**src/rtl/video_timing_pkg.sv**
```systemverilog
// Shared constants for the video timing generator: 720p defaults, pattern
// encodings and the colour-bar palette.
`timescale 1ns/1ps
package video_timing_pkg;

  localparam int H_CNT_W = 11;
  localparam int V_CNT_W = 10;

  localparam int H_ACTIVE_720P = 1280;
  localparam int H_FP_720P     = 110;
  localparam int H_SYNC_720P   = 40;
  localparam int H_BP_720P     = 220;
  localparam int V_ACTIVE_720P = 720;
  localparam int V_FP_720P     = 5;
  localparam int V_SYNC_720P   = 5;
  localparam int V_BP_720P     = 20;

  typedef enum logic [1:0] {
    PAT_BARS    = 2'd0,
    PAT_RAMP    = 2'd1,
    PAT_CHECKER = 2'd2,
    PAT_SOLID   = 2'd3
  } pattern_e;

  // Bar 0 is leftmost: white, yellow, cyan, green, magenta, red, blue, black.
  localparam logic [0:7][23:0] BAR_COLOURS = {
    24'hFFFFFF, 24'hFFFF00, 24'h00FFFF, 24'h00FF00,
    24'hFF00FF, 24'hFF0000, 24'h0000FF, 24'h000000
  };

endpackage

```
**src/rtl/video_timing_gen_if.sv**
```systemverilog
// Video output bus from the timing generator towards the TMDS encoder stage.
`timescale 1ns/1ps
interface video_timing_gen_if;
  logic        hsync;
  logic        vsync;
  logic        active;
  logic        frame_start;
  logic [7:0]  red;
  logic [7:0]  green;
  logic [7:0]  blue;
  logic [10:0] x;
  logic [9:0]  y;

  modport master (output hsync, vsync, active, frame_start, red, green, blue, x, y);
  modport slave  (input  hsync, vsync, active, frame_start, red, green, blue, x, y);
endinterface

```
**src/rtl/video_timing_gen_pattern.sv**
```systemverilog
// Combinational test-pattern generator: maps the selected pattern and the
// current counter position to a 24-bit {R,G,B} value.
`timescale 1ns/1ps
module pattern_gen
  import video_timing_pkg::*;
#(
  parameter int H_ACTIVE = H_ACTIVE_720P
) (
  input  pattern_e    pat_i,
  input  logic [23:0] solid_i,
  input  logic [10:0] h_i,
  input  logic        vTile_i,
  output logic [23:0] rgb_o
);

  localparam logic [10:0] BAR_W = 11'(H_ACTIVE / 8);

  logic [10:0] barIdx;

  // Bars past index 7 only occur if H_ACTIVE is not a multiple of 8; clamp to black.
  always_comb begin
    barIdx = h_i / BAR_W;
    rgb_o  = '0;
    case (pat_i)
      PAT_BARS:    rgb_o = (barIdx > 11'd7) ? BAR_COLOURS[7] : BAR_COLOURS[barIdx[2:0]];
      PAT_RAMP:    rgb_o = {3{h_i[10:3]}};
      PAT_CHECKER: rgb_o = (h_i[5] ^ vTile_i) ? 24'hFFFFFF : 24'h000000;
      PAT_SOLID:   rgb_o = solid_i;
      default:     rgb_o = '0;
    endcase
  end

endmodule

```
**src/rtl/video_timing_gen.sv**
```systemverilog
// Raster timing generator with built-in test patterns; every output is
// registered one cycle after the counter position it describes.
`timescale 1ns/1ps
module video_timing_gen
  import video_timing_pkg::*;
#(
  parameter int   H_ACTIVE = H_ACTIVE_720P,
  parameter int   H_FP     = H_FP_720P,
  parameter int   H_SYNC   = H_SYNC_720P,
  parameter int   H_BP     = H_BP_720P,
  parameter int   V_ACTIVE = V_ACTIVE_720P,
  parameter int   V_FP     = V_FP_720P,
  parameter int   V_SYNC   = V_SYNC_720P,
  parameter int   V_BP     = V_BP_720P,
  parameter logic SYNC_POL = 1'b1
) (
  input  logic               pixclk,
  input  logic               reset_n,
  input  logic [1:0]         pat_sel,
  input  logic [23:0]        solid_rgb,
  video_timing_gen_if.master vid
);

  localparam int H_TOTAL = H_ACTIVE + H_FP + H_SYNC + H_BP;
  localparam int V_TOTAL = V_ACTIVE + V_FP + V_SYNC + V_BP;

  localparam logic [10:0] H_LAST   = 11'(H_TOTAL - 1);
  localparam logic [10:0] H_ACT    = 11'(H_ACTIVE);
  localparam logic [10:0] HS_START = 11'(H_ACTIVE + H_FP);
  localparam logic [10:0] HS_END   = 11'(H_ACTIVE + H_FP + H_SYNC);
  localparam logic [9:0]  V_LAST   = 10'(V_TOTAL - 1);
  localparam logic [9:0]  V_ACT    = 10'(V_ACTIVE);
  localparam logic [9:0]  VS_START = 10'(V_ACTIVE + V_FP);
  localparam logic [9:0]  VS_END   = 10'(V_ACTIVE + V_FP + V_SYNC);

  logic        run_q;
  logic [10:0] hCnt_q, hCnt_d;
  logic [9:0]  vCnt_q, vCnt_d;
  pattern_e    pat_q, pat_d;
  logic [23:0] solid_q, solid_d;
  logic        hsync_q, hsync_d;
  logic        vsync_q, vsync_d;
  logic        active_q, active_d;
  logic        frameStart_q, frameStart_d;
  logic [23:0] rgb_q, rgb_d;
  logic [10:0] x_q, x_d;
  logic [9:0]  y_q, y_d;
  logic        atOrigin;
  logic [23:0] patRgb;

  pattern_gen #(.H_ACTIVE(H_ACTIVE)) u_pattern (
    .pat_i   (pat_d),
    .solid_i (solid_d),
    .h_i     (hCnt_q),
    .vTile_i (vCnt_q[5]),
    .rgb_o   (patRgb)
  );

  // run_q holds the counters at the origin for the first edge after reset so
  // the pattern select is captured before the first pixel is emitted. At the
  // origin the live select feeds the pattern so pixel (0,0) already uses it.
  always_comb begin
    atOrigin = (hCnt_q == '0) && (vCnt_q == '0);
    hCnt_d   = hCnt_q;
    vCnt_d   = vCnt_q;
    if (run_q) begin
      if (hCnt_q == H_LAST) begin
        hCnt_d = '0;
        vCnt_d = (vCnt_q == V_LAST) ? '0 : vCnt_q + 10'd1;
      end else begin
        hCnt_d = hCnt_q + 11'd1;
      end
    end

    pat_d   = atOrigin ? pattern_e'(pat_sel) : pat_q;
    solid_d = atOrigin ? solid_rgb : solid_q;

    active_d     = run_q && (hCnt_q < H_ACT) && (vCnt_q < V_ACT);
    hsync_d      = (run_q && hCnt_q >= HS_START && hCnt_q < HS_END) ? SYNC_POL : ~SYNC_POL;
    vsync_d      = (run_q && vCnt_q >= VS_START && vCnt_q < VS_END) ? SYNC_POL : ~SYNC_POL;
    frameStart_d = run_q && atOrigin;
    rgb_d        = active_d ? patRgb : '0;
    x_d          = run_q ? hCnt_q : '0;
    y_d          = run_q ? vCnt_q : '0;
  end

  always_ff @(posedge pixclk or negedge reset_n) begin
    if (!reset_n) begin
      run_q        <= 1'b0;
      hCnt_q       <= '0;
      vCnt_q       <= '0;
      pat_q        <= PAT_BARS;
      solid_q      <= '0;
      hsync_q      <= ~SYNC_POL;
      vsync_q      <= ~SYNC_POL;
      active_q     <= 1'b0;
      frameStart_q <= 1'b0;
      rgb_q        <= '0;
      x_q          <= '0;
      y_q          <= '0;
    end else begin
      run_q        <= 1'b1;
      hCnt_q       <= hCnt_d;
      vCnt_q       <= vCnt_d;
      pat_q        <= pat_d;
      solid_q      <= solid_d;
      hsync_q      <= hsync_d;
      vsync_q      <= vsync_d;
      active_q     <= active_d;
      frameStart_q <= frameStart_d;
      rgb_q        <= rgb_d;
      x_q          <= x_d;
      y_q          <= y_d;
    end
  end

  assign vid.hsync       = hsync_q;
  assign vid.vsync       = vsync_q;
  assign vid.active      = active_q;
  assign vid.frame_start = frameStart_q;
  assign vid.red         = rgb_q[23:16];
  assign vid.green       = rgb_q[15:8];
  assign vid.blue        = rgb_q[7:0];
  assign vid.x           = x_q;
  assign vid.y           = y_q;

endmodule

```
**src/flat_wrapper.sv**
```systemverilog
// flat-port wrapper written by rule: the top's interface ports become plain ports
module video_timing_gen_flat import video_timing_pkg::*;
#(
  parameter int   H_ACTIVE = H_ACTIVE_720P,
  parameter int   H_FP     = H_FP_720P,
  parameter int   H_SYNC   = H_SYNC_720P,
  parameter int   H_BP     = H_BP_720P,
  parameter int   V_ACTIVE = V_ACTIVE_720P,
  parameter int   V_FP     = V_FP_720P,
  parameter int   V_SYNC   = V_SYNC_720P,
  parameter int   V_BP     = V_BP_720P,
  parameter logic SYNC_POL = 1'b1
)
  (pixclk, reset_n, pat_sel, solid_rgb, vid_hsync, vid_vsync, vid_active, vid_frame_start, vid_red, vid_green, vid_blue, vid_x, vid_y);
  video_timing_gen_if vid_i ();
  input  logic pixclk;
  input  logic reset_n;
  input  logic [1:0] pat_sel;
  input  logic [23:0] solid_rgb;
  output wire logic [$bits(vid_i.hsync)-1:0] vid_hsync;
  output wire logic [$bits(vid_i.vsync)-1:0] vid_vsync;
  output wire logic [$bits(vid_i.active)-1:0] vid_active;
  output wire logic [$bits(vid_i.frame_start)-1:0] vid_frame_start;
  output wire logic [$bits(vid_i.red)-1:0] vid_red;
  output wire logic [$bits(vid_i.green)-1:0] vid_green;
  output wire logic [$bits(vid_i.blue)-1:0] vid_blue;
  output wire logic [$bits(vid_i.x)-1:0] vid_x;
  output wire logic [$bits(vid_i.y)-1:0] vid_y;
  assign vid_hsync = vid_i.hsync;
  assign vid_vsync = vid_i.vsync;
  assign vid_active = vid_i.active;
  assign vid_frame_start = vid_i.frame_start;
  assign vid_red = vid_i.red;
  assign vid_green = vid_i.green;
  assign vid_blue = vid_i.blue;
  assign vid_x = vid_i.x;
  assign vid_y = vid_i.y;
  video_timing_gen #(.H_ACTIVE(H_ACTIVE), .H_FP(H_FP), .H_SYNC(H_SYNC), .H_BP(H_BP), .V_ACTIVE(V_ACTIVE), .V_FP(V_FP), .V_SYNC(V_SYNC), .V_BP(V_BP), .SYNC_POL(SYNC_POL)) u_core (.pixclk(pixclk), .reset_n(reset_n), .pat_sel(pat_sel), .solid_rgb(solid_rgb), .vid(vid_i));
endmodule
```
**config.mk**
```make
export PLATFORM = sky130hd
export DESIGN_NAME = video_timing_gen_flat
export DESIGN_NICKNAME = d
export VERILOG_FILES = /design/src/rtl/video_timing_pkg.sv /design/src/rtl/video_timing_gen_if.sv /design/src/rtl/video_timing_gen_pattern.sv /design/src/rtl/video_timing_gen.sv /design/src/flat_wrapper.sv
export SDC_FILE = /design/constraint.sdc
export NUM_CORES = 1
export LEC_CHECK = 0
export BUFFER_PORTS_ARGS = -buffer_cell sky130_fd_sc_hd__buf_2
export CAP_MARGIN = 20
export CORE_UTILIZATION = 33
export DETAILED_ROUTE_END_ITERATION = 7
export PLACE_DENSITY = 0.62
export SETUP_SLACK_MARGIN = 0.4
export SLEW_MARGIN = 20
export SYNTH_ARGS = -nofsm -noshare
export SYNTH_HDL_FRONTEND = slang
export SYNTH_HIERARCHICAL = 1
export SYNTH_SLANG_ARGS = --single-unit
```
**constraint.sdc**
```tcl
create_clock -name pixclk -period 4.3 [get_ports pixclk]
set_input_delay 0.43 -clock pixclk [delete_from_list [all_inputs] [get_ports pixclk]]
set_output_delay 0.43 -clock pixclk [all_outputs]
set_load 0.02 [all_outputs]
```
==> qor_table.md <==
| Quantity | Value | Unit |
|---|---|---|
| Mean area per synthesized cell | 10.29 | µm² |
| Antenna violations before repair | 0 | - |
| Hold-fix buffers, CTS | 0 | - |
| Top FF cell, synth | sky130_fd_sc_hd__dfrtp_1 | - |
| Power density over the cells | 610.2 | nW/µm² |
| Number of enable flip-flop cells after synthesis | 0 | - |
| Highest-count cells in the layout ignoring fill and taps | sky130_fd_sc_hd__dfrtp_1, sky130_fd_sc_hd__buf_2, sky130_fd_sc_hd__nand2_1 | - |
| Number of standard-cell rows in the floorplan | 43 | - |
| Crit Path Category | flip-flop to flip-flop | - |
| Most common library cell in the layout ignoring fill and taps | sky130_fd_sc_hd__dfrtp_1 | - |
| Insertion delay of the later-clocked pin in the worst-skew pair | 350 | ps |
| Simple-Gate Fraction of Synth Area | 23.92 | % |
| Net count after synthesis | 487 | - |
| Transition time at the pin with the least slew margin | 779.3 | ps |
| Share of layout cells above drive strength 1 | 25.00 | % |
| Clock H-tree levels | 3 | - |
| Yosys Warn Count | 6 | - |
| Setup TNS after final layout | 0 | ps |
| Max Clk Rate | 297.8 | MHz |
| Library cells used by synthesis | 58 | - |
| Portion of the post-synthesis area used by sequential elements | 52.19 | % |
| Total I/O pin count | 77 | - |
| Nature of the critical path endpoint | flip-flop | - |
| First-pass iteration count of the detailed router | 4 | - |
| Worst endpoint data arrival time | 3590 | ps |
| Skew final | 6.204 | ps |
| Final Net Count | 554 | - |
| FFs w/ async S/R, synth | 100.0 | % |
| Number of vias after detailed routing | 3532 | - |
| Number of standard cells after synthesis | 452 | - |
| Worst min path class | input port to asynchronous set/reset pin | - |
| Post-synthesis instance area | 4651 | µm² |
| Ratio of routed vias to standard cells | 5.017 | - |
| Number of fill cells in the layout | 1348 | - |
| Number of pins with negative max-slew slack in the final report | 0 | - |
| Leakage power of the design | 2.734 | nW |
| Initial core utilization | 33.63 | % |
| Iter 0 DRT Violations | 190 | - |
| Clk pin slew, worst setup/hold paths | 60 | ps |
| Main combinational cell family by area after synthesis | simple AND/OR/NAND/NOR gates | - |
| Launching element type of the critical path | flip-flop | - |
| Number of CTS-inserted buffers | 9 | - |
| Pin count of the biggest net entering global routing | 62 | - |
| Die height | 120.7 | µm |
| Area delta synth->final | 17.35 | % |
| Final global-route overflow total | 0 | - |
| Max_cap viols | 0 | - |
| R2R cell count | 8 | - |
| Setup Viol. Count Final | 0 | - |
| Total track usage | 15.82 | % |
| Final Hold Vio Count | 0 | - |
| Destination of the worst register-to-register timing path | u_core/rgb_q[13] | - |
| Number of port buffers | 76 | - |
| CTS tree | built | - |
| Worst-path fanout max | 25 | - |
| Area fraction in compound gates after synthesis | 9.524 | % |
| Post-synthesis sequential element count | 97 | - |
| Routing usage on met1 | 19.45 | % |
| Placed wire-length estimate after detailed placement | 7668 | µm |
| Final antenna diode count | 0 | - |
| Post-CTS Setup Bufs | 0 | - |
| Via count of the first global-routing pass | 3400 | - |
| Fin crit period | 3357 | ps |
| Adder and majority gate portion of the synthesized area | 1.883 | % |
| Portion of netlist area occupied by mux cells | 7.237 | % |
| Origin of the critical flop-to-flop path | u_core/hCnt_q[7] | - |
| Required time worst endpoint | 4540 | ps |
| Internal reg-to-reg setup slack | 940 | ps |
| Mean routed wirelength per cell | 15.43 | µm |
| Root Buffer | sky130_fd_sc_hd__clkbuf_16 | - |
| Antenna-violating nets left | 0 | - |
| Cell types occupying the most area after synthesis | sky130_fd_sc_hd__dfrtp_1, sky130_fd_sc_hd__mux2_2, sky130_fd_sc_hd__and2_1 | - |
| Die X-Extent | 120.7 | µm |
| Clock Path Buffers | 2 | - |
| Area inside the core boundary | 13830 | µm² |
| Global-route track usage on met2 | 26.62 | % |
| Aggregate routed wire length | 10870 | µm |
| Final worst-path cycle share | 78.08 | % |
| Dominant cell type by area after synthesis | sky130_fd_sc_hd__dfrtp_1 | - |
| Hold_ws | 160.8 | ps |
| DIE AREA | 14570 | µm² |
| IR drop worst, VDD | 0.2234 | mV |
| RSZ-0062 raised after global routing | no | - |
| Top cell type's share of synthesized area | 52.19 | % |
| First-pass GRT wire length | 17610 | µm |
| DR DRC count | 0 | - |
| CTS-repair resized insts | 0 | - |
| Xor and xnor fraction of the mapped netlist area | 1.507 | % |
| Global-route layer with the greatest usage | met2 | - |
| Met3 capacity usage during global routing | 4.575 | % |
| Max-slew headroom | 48.05 | % |
| Count of clock tree sinks | 97 | - |
| Status | finished, final reports clean | - |
| Placer Congestion | 0.8151 | - |
## per-layer routing
metal  share of wire, %  vias to the layer above
li1                   -                     1676
met1                 44                     1718
met2                 49                      128
met3                5.8                       10
met4                1.3                        0
met5                  0                        -
## area by class of cell
class	instances	area, µm²	area share (%)
sequential	97	2427	44.48
multi-input combinational	318	2053	37.62
timing repair buffer	81	417.9	7.657
clock buffer	11	232.7	4.264
tap	180	225.2	4.127
clock inverter	5	56.30	1.032
inverter	12	45.04	0.8253
## Yosys cell counts (2+ instances only)
cell type and number:
sky130_fd_sc_hd__nor3b_1 3, sky130_fd_sc_hd__a2bb2oi_1 3, sky130_fd_sc_hd__or3_1 2, sky130_fd_sc_hd__nor3_1 5, sky130_fd_sc_hd__buf_2 4, sky130_fd_sc_hd__nand3b_1 3, sky130_fd_sc_hd__nand2_1 75, sky130_fd_sc_hd__inv_1 12
sky130_fd_sc_hd__dfrtp_1 97, sky130_fd_sc_hd__o22ai_1 2, sky130_fd_sc_hd__a21o_1 9, sky130_fd_sc_hd__nor4_1 7, sky130_fd_sc_hd__a21oi_1 11, sky130_fd_sc_hd__xor2_1 3, sky130_fd_sc_hd__buf_6 3, sky130_fd_sc_hd__or4_1 2
sky130_fd_sc_hd__xnor2_1 5, sky130_fd_sc_hd__nor2_1 15, sky130_fd_sc_hd__a31oi_1 3, sky130_fd_sc_hd__mux2_1 3, sky130_fd_sc_hd__o21ai_0 15, sky130_fd_sc_hd__and2b_2 2, sky130_fd_sc_hd__and3_1 6, sky130_fd_sc_hd__o31ai_1 9
sky130_fd_sc_hd__nand2b_1 8, sky130_fd_sc_hd__nand3_1 13, sky130_fd_sc_hd__o21ai_1 2, sky130_fd_sc_hd__clkbuf_1 17, sky130_fd_sc_hd__nor2b_1 3, sky130_fd_sc_hd__mux2_2 26, sky130_fd_sc_hd__nand4_1 6, sky130_fd_sc_hd__and2_1 46
sky130_fd_sc_hd__ha_1 7
## metrics by stage
| step | total power [W] | utilization (%) | cells | setup WS [ps] | cell area [µm²] |
|---|---|---|---|---|---|
| after global placement | 0.002558 | 37.35 | 687 | 1012 | 5164 |
| final | 0.003331 | 39.47 | 704 | 942.5 | 5458 |
| after CTS | 0.003377 | 39.44 | 703 | 906.2 | 5453 |
| after detailed placement | 0.002574 | 37.35 | 687 | 927.8 | 5164 |
| after floorplan | 0.002207 | - | 452 | 1335 | 4651 |
| after global routing | 0.003570 | 39.47 | 704 | 668.4 | 5458 |
## kinds of logic after synthesis
| logic type | Yosys count |
|---|---|
| mux | 30 |
| flops | 97 |
| xor+xnor | 8 |
| simple gates | 206 |
| buf+inv | 37 |
| other cells | 1 |
| fa+ha+maj | 7 |
| compound gates | 66 |
## registers in the layout, summed over array words and instances (netlist names), 2 cells and up
signal	flops
u_core/rgb_q	24
u_core/solid_q	24
u_core/hCnt_q	11
u_core/vid.x	11
u_core/vCnt_q	10
u_core/vid.y	10
u_core/pat_q	2
## worst max-delay path, stage by stage, from the launching register on
cell and delay, ps:
sky130_fd_sc_hd__dfrtp_1 620, sky130_fd_sc_hd__or4_4 650, sky130_fd_sc_hd__nor4_4 240, sky130_fd_sc_hd__buf_4 360, sky130_fd_sc_hd__mux2_2 440, sky130_fd_sc_hd__nor3b_4 200
sky130_fd_sc_hd__a21oi_1 470, sky130_fd_sc_hd__nand2_1 110, sky130_fd_sc_hd__and2_1 160
## worst max path at each step
stage / start / to / slack (ps) / depth (start not counted)
finish: u_core/hCnt_q[7] / u_core/rgb_q[13] / 940 / 8
global route: u_core/hCnt_q[7] / u_core/rgb_q[8] / 670 / 8
CTS: u_core/hCnt_q[9] / u_core/rgb_q[13] / 910 / 8
detailed placement: u_core/hCnt_q[9] / u_core/rgb_q[13] / 930 / 8
global placement: u_core/hCnt_q[9] / u_core/rgb_q[7] / 1010 / 10
floorplan: u_core/hCnt_q[7] / u_core/rgb_q[2] / 1340 / 9
## where the power goes
part	switching [W]	total (W)	internal [W]
clock	0.000334	0.000784	0.000450
combinational	0.000733	0.00125	0.000519
sequential	0.000121	0.00129	0.00117
total	0.00119	0.00333	0.00214
(Power assumes the default switching activity.)
